<file path="src/rtl/pong_ball_ctrl.sv">
// pong_ball_ctrl
// Frame-rate ball motion controller for the Pong display path. It owns the
// ball position and direction and advances the ball once per frameTick. It
// handles top/bottom wall bounces, paddle hits and misses, and the
// serve -> launch -> score -> recentre sequence.
//
// Ports:
//   clock       system/pixel clock
//   reset       synchronous, active-high reset
//   frameTick   one-cycle pulse per frame (start of vertical blank)
//   serve       serve request level, only looked at while idle
//   padLeftY    left paddle top y (sampled on frameTick cycles only)
//   padRightY   right paddle top y (sampled on frameTick cycles only)
//   ballX       ball top-left x (registered)
//   ballY       ball top-left y (registered)
//   ballColour  rgb selector for the ball drawer (registered)
//   scoreLeft   one-cycle pulse, left player won the point
//   scoreRight  one-cycle pulse, right player won the point
//   inPlay      high while the ball is moving
module pong_ball_ctrl #(
  parameter int SCREEN_W    = 640,
  parameter int SCREEN_H    = 480,
  parameter int BALL_SIZE   = 5,
  parameter int PAD_W       = 5,
  parameter int PAD_H       = 40,
  parameter int PAD_L_X     = 20,
  parameter int PAD_R_X     = 615,
  parameter int SPEED       = 2,
  parameter int SERVE_DELAY = 60
) (
  input  logic       clock,
  input  logic       reset,
  input  logic       frameTick,
  input  logic       serve,
  input  logic [9:0] padLeftY,
  input  logic [9:0] padRightY,
  output logic [9:0] ballX,
  output logic [9:0] ballY,
  output logic [2:0] ballColour,
  output logic       scoreLeft,
  output logic       scoreRight,
  output logic       inPlay
);

  localparam int CW = (SERVE_DELAY > 1) ? $clog2(SERVE_DELAY + 1) : 1;

  localparam logic [9:0]  CENTRE_X  = 10'((SCREEN_W - BALL_SIZE) / 2);
  localparam logic [9:0]  CENTRE_Y  = 10'((SCREEN_H - BALL_SIZE) / 2);
  localparam logic [9:0]  BOTTOM_Y  = 10'(SCREEN_H - BALL_SIZE);
  localparam logic [9:0]  RIGHT_X   = 10'(SCREEN_W - BALL_SIZE);
  localparam logic [9:0]  LEFT_HITX = 10'(PAD_L_X + PAD_W);
  localparam logic [9:0]  RIGHT_HITX = 10'(PAD_R_X - BALL_SIZE);
  localparam logic [9:0]  STEP10    = 10'(SPEED);

  localparam logic [10:0] SPEED11   = 11'(SPEED);
  localparam logic [10:0] SIZE11    = 11'(BALL_SIZE);
  localparam logic [10:0] PADH11    = 11'(PAD_H);
  localparam logic [10:0] SCRW11    = 11'(SCREEN_W);
  localparam logic [10:0] SCRH11    = 11'(SCREEN_H);
  localparam logic [10:0] LFACE11   = 11'(PAD_L_X + PAD_W);
  localparam logic [10:0] RFACE11   = 11'(PAD_R_X);
  localparam logic [CW-1:0] LAST_CNT = CW'(SERVE_DELAY - 1);

  typedef enum logic [1:0] {
    IDLE,
    SERVE_WAIT,
    MOVE,
    SCORED
  } stateT;

  stateT         state, stateNext;
  logic          dirX, dirXNext;
  logic          dirY, dirYNext;
  logic [CW-1:0] serveCnt, serveCntNext;
  logic [9:0]    xNext, yNext;
  logic          scoreLeftNext, scoreRightNext;
  logic [2:0]    colourNext;

  // 11-bit views of the positions so that no comparison sum can wrap.
  logic [10:0] x11, y11, padL11, padR11, lead11;
  logic        overlapLeft, overlapRight;

  assign x11    = {1'b0, ballX};
  assign y11    = {1'b0, ballY};
  assign padL11 = {1'b0, padLeftY};
  assign padR11 = {1'b0, padRightY};
  assign lead11 = x11 + SIZE11;

  // Paddle overlap is judged on the ball position before this frame's step.
  assign overlapLeft  = (y11 + SIZE11 > padL11) && (y11 < padL11 + PADH11);
  assign overlapRight = (y11 + SIZE11 > padR11) && (y11 < padR11 + PADH11);

  // State register plus all registered outputs; reset wins over everything.
  always_ff @(posedge clock) begin
    if (reset) begin
      state      <= IDLE;
      ballX      <= CENTRE_X;
      ballY      <= CENTRE_Y;
      dirX       <= 1'b1;
      dirY       <= 1'b1;
      serveCnt   <= '0;
      scoreLeft  <= 1'b0;
      scoreRight <= 1'b0;
      inPlay     <= 1'b0;
      ballColour <= 3'b010;
    end else begin
      state      <= stateNext;
      ballX      <= xNext;
      ballY      <= yNext;
      dirX       <= dirXNext;
      dirY       <= dirYNext;
      serveCnt   <= serveCntNext;
      scoreLeft  <= scoreLeftNext;
      scoreRight <= scoreRightNext;
      inPlay     <= (stateNext == MOVE);
      ballColour <= colourNext;
    end
  end

  // Next-state and motion logic. dirX=1 means moving right, dirY=1 means
  // moving down. Colour is derived from the state being entered so the
  // registered colour always matches the registered state.
  always_comb begin
    stateNext      = state;
    xNext          = ballX;
    yNext          = ballY;
    dirXNext       = dirX;
    dirYNext       = dirY;
    serveCntNext   = serveCnt;
    scoreLeftNext  = 1'b0;
    scoreRightNext = 1'b0;

    case (state)
      IDLE: begin
        if (serve) begin
          stateNext    = SERVE_WAIT;
          serveCntNext = '0;
        end
      end

      SERVE_WAIT: begin
        if (frameTick) begin
          if (serveCnt == LAST_CNT) begin
            stateNext = MOVE;
          end else begin
            serveCntNext = serveCnt + 1'b1;
          end
        end
      end

      MOVE: begin
        if (frameTick) begin
          if (dirY) begin
            if (y11 + SPEED11 + SIZE11 > SCRH11) begin
              yNext    = BOTTOM_Y;
              dirYNext = 1'b0;
            end else begin
              yNext = ballY + STEP10;
            end
          end else begin
            if (y11 < SPEED11) begin
              yNext    = '0;
              dirYNext = 1'b1;
            end else begin
              yNext = ballY - STEP10;
            end
          end

          // A hit needs the ball to cross the paddle face during this step;
          // a ball already past the face falls through to the edge test.
          if (!dirX) begin
            if ((x11 >= LFACE11) && (x11 < LFACE11 + SPEED11) && overlapLeft) begin
              xNext    = LEFT_HITX;
              dirXNext = 1'b1;
            end else if (x11 < SPEED11) begin
              xNext          = '0;
              stateNext      = SCORED;
              scoreRightNext = 1'b1;
              dirXNext       = 1'b0;
            end else begin
              xNext = ballX - STEP10;
            end
          end else begin
            if ((lead11 <= RFACE11) && (lead11 + SPEED11 > RFACE11) && overlapRight) begin
              xNext    = RIGHT_HITX;
              dirXNext = 1'b0;
            end else if (lead11 + SPEED11 > SCRW11) begin
              xNext         = RIGHT_X;
              stateNext     = SCORED;
              scoreLeftNext = 1'b1;
              dirXNext      = 1'b1;
            end else begin
              xNext = ballX + STEP10;
            end
          end
        end
      end

      SCORED: begin
        // Serve direction (dirX) was already pointed at the loser on the miss.
        if (frameTick) begin
          xNext     = CENTRE_X;
          yNext     = CENTRE_Y;
          dirYNext  = ~dirY;
          stateNext = IDLE;
        end
      end

      default: begin
        stateNext = IDLE;
      end
    endcase
  end

  // Ball colour for the state about to be entered.
  always_comb begin
    colourNext = 3'b010;
    case (stateNext)
      IDLE:       colourNext = 3'b010;
      SERVE_WAIT: colourNext = 3'b110;
      MOVE:       colourNext = 3'b111;
      SCORED:     colourNext = 3'b100;
      default:    colourNext = 3'b010;
    endcase
  end

endmodule

</file>
<file path="config.mk">
export PLATFORM = sky130hd
export DESIGN_NAME = pong_ball_ctrl
export DESIGN_NICKNAME = d
export VERILOG_FILES = /design/src/rtl/pong_ball_ctrl.sv
export SDC_FILE = /design/constraint.sdc
export NUM_CORES = 1
export LEC_CHECK = 0
export BUFFER_PORTS_ARGS = -buffer_cell sky130_fd_sc_hd__buf_2
export CORE_ASPECT_RATIO = 1.5
export CORE_UTILIZATION = 55
export DETAILED_ROUTE_END_ITERATION = 8
export GPL_ROUTABILITY_DRIVEN = 0
export GPL_TIMING_DRIVEN = 0
export PLACE_DENSITY = 0.74
export SETUP_SLACK_MARGIN = 0.05
export SLEW_MARGIN = 20
export SYNTH_ARGS = -nofsm -noshare
export SYNTH_HDL_FRONTEND = slang
export SYNTH_SLANG_ARGS = --single-unit
</file>
<file path="constraint.sdc">
create_clock -name clock -period 4.6 [get_ports clock]
set_input_delay 0.69 -clock clock [delete_from_list [all_inputs] [get_ports clock]]
set_output_delay 0.69 -clock clock [all_outputs]
set_load 0.05 [all_outputs]
</file>
==> metrics.txt <==
pin count of the biggest net entering global routing 14; fraction of layout cells with a size suffix above 1 0.171; #FFs+latches synth 35; Initial Utilization 0.575; CTS HTree Levels 2; fill count 750; Avg WL per Cell 16.9 µm; Clock Skew 0.00465 ns; Power Density 148 nW/µm²; Vias 4819; most frequent cells in the layout 61 x ha_1, 59 x nor2_1, 54 x buf_2; EDFF count, synth 0; leakage 2.18 nW; Final Hold Fails 0; Worst Hold Class flop to flop; WS Path Type flop to flop; hold_sp serveCnt[5]; clk sinks 35; worst skew pair latency 0.28 ns; post-placement setup slack 0.546 ns; Async SR Flop Fraction 0; RSZ-0062 raised after global routing no; Final HPWL DP 10.3 mm; initial antenna violation count 0; crit path from ballY[2]; CTS Buf Count 5; Rel. slew slack 0.505; crit share post-route 0.910; Die ar. 8910 µm²; Worst Path Required 4.72 ns; status complete, no violations; Mean Syn Cell Area 7.69 µm²; CTS tree built; critical path fanouts, max 10; post-synth top area share 0.163; Final nets 750; Worst setup EP type flop; max-slew violation count 0; Data arrival, critical path 4.30 ns; post-route setup slack 0.416 ns; vias in the first global route 4666; # IOs 50; VDD IR max 0.205 mV; maxcap violations 0; achievable clock frequency 239 MHz; global-route wire length before repair 21.3 mm; Worst setup SP type flop; Seq/Total Area, Yosys 0.149; Total Wirelength 13.0 mm; GRT overflow 0; post-route ant nets 0; Yosys warnings 0; Worst-Margin Slew 0.736 ns; commonest non-fill, non-tap cell in the layout ha_1; port bufs 48; num rows 40; top cells by area, synth ha_1 16%, dfxtp_1 15%, nor2_1 4.7%; Mapped Nets 695; Setup TNS 0 ns; Mapped Cells 610; Post-CTS Resized 0; post-synth cell types 89; synthesized area 4690 µm²; Tmin final 4.18 ns; # DRC 0; DRT Pass-1 Iters 5; Synth Flop Type dfxtp_1; Post-CTS Setup Repair Bufs 0; Core Region 8160 µm²; GRT Total Usage 0.295; clk root buf clkbuf_16; Layout area overhead 11.3%; cts hold-fix bufs 0; n_diodes 0; Worst-path clk slew 0.06 ns; Yosys top cell by area ha_1; final setup violating endpoints 0; DR iter-0 viols 286; Vert. Die Dim 115 µm; RR Startpoint ballY[2]; CTS Buffer Depth 2; Die Wd 77.4 µm; vias per cell 6.25
critical path, cell delays in order (launching register included):
cell       delay (ns)
dfxtp_1          0.45
buf_2            0.27
inv_1            0.11
ha_1             0.19
a21oi_1          0.34
nor3_1           0.15
xor2_1           0.31
ha_1             0.31
a21oi_1          0.20
nor4bb_1         0.37
o21ai_0          0.16
nand3_1          0.27
nor2_1           0.16
a2111oi_0        0.52
mux2i_1          0.21
kinds of logic (layout without fill, tap and decap cells):
logic type | after synthesis | after routing | share of synthesized area
muxes | 5 | 5 | 0.0117
and+or+nand+nor | 224 | 224 | 0.257
AOI/OAI and AO/OA | 173 | 173 | 0.268
buffers and inverters | 75 | 131 | 0.0715
DFF | 35 | 35 | 0.149
xor gates and xnor gates | 37 | 37 | 0.0792
adders and majority gates | 61 | 61 | 0.163
synthesized netlist by cell type (8+ instances only):
master and instances:
xor2_1 14, nor3_1 25, nand2b_1 9, clkbuf_1 17, a21oi_1 41, dfxtp_1 35, nor2_1 59, xnor2_1 19
o21ai_0 41, nand3_1 25, ha_1 61, nand4_1 10, nand2_1 39, inv_1 41, o21a_1 8
through the flow:
| step | cells | hold WS (ns) | utilization | cell area [µm²] | total power, mW |
|---|---|---|---|---|---|
| after floorplan | 610 | 0.479 | - | 4690 | 0.391 |
| after global placement | 763 | 0.502 | 0.620 | 5060 | 0.420 |
| after detailed placement | 763 | 0.528 | 0.620 | 5060 | 0.425 |
| after CTS | 771 | 0.545 | 0.640 | 5220 | 0.779 |
| after global routing | 771 | 0.575 | 0.640 | 5220 | 0.804 |
| final | 771 | 0.536 | 0.640 | 5220 | 0.774 |
layout make-up:
type / count / area (µm²) / area share
Inverter: 41 / 154 / 0.0295
Sequential cell: 35 / 701 / 0.134
Multi-Input combinational cell: 500 / 3650 / 0.700
Clock buffer: 7 / 153 / 0.0292
Clock inverter: 1 / 7.51 / 0.00144
Buffer: 34 / 181 / 0.0347
Timing Repair Buffer: 48 / 240 / 0.0460
Tap cell: 105 / 131 / 0.0252
sequential cells by signal (all words and copies together), names as in the netlist:
signal,flops
state,2
serveCnt,6
dirX,1
inPlay,1
scoreLeft,1
ballColour,2
scoreRight,1
ballY,10
dirY,1
ballX,10
worst paths after layout:
check                     end  slack (ns)  cells after the start
setup / recovery     ballX[0]        0.42                     14
hold / removal    serveCnt[5]        0.54                      2
setup reg to reg     ballX[0]        0.42                     14
hold reg to reg   serveCnt[5]        0.54                      2
where the power goes:
group / internal (mW) / leakage, nW / switching (mW)
Clock: 0.230 / 0.0761 / 0.124
Sequential: 0.305 / 0.283 / 0.00118
Combinational: 0.0475 / 1.82 / 0.0658
Total: 0.583 / 2.18 / 0.191
routing by layer:
layer	wire [µm]	track usage	part of all wire	vias to the layer above
met5	0	0	0	-
met4	615	0.153	0.047	0
met3	551	0.0270	0.042	46
met2	6760	0.567	0.52	182
met1	5110	0.316	0.39	2247
li1	-	-	-	2344
Note: power is estimated with default switching activity, not from simulation.
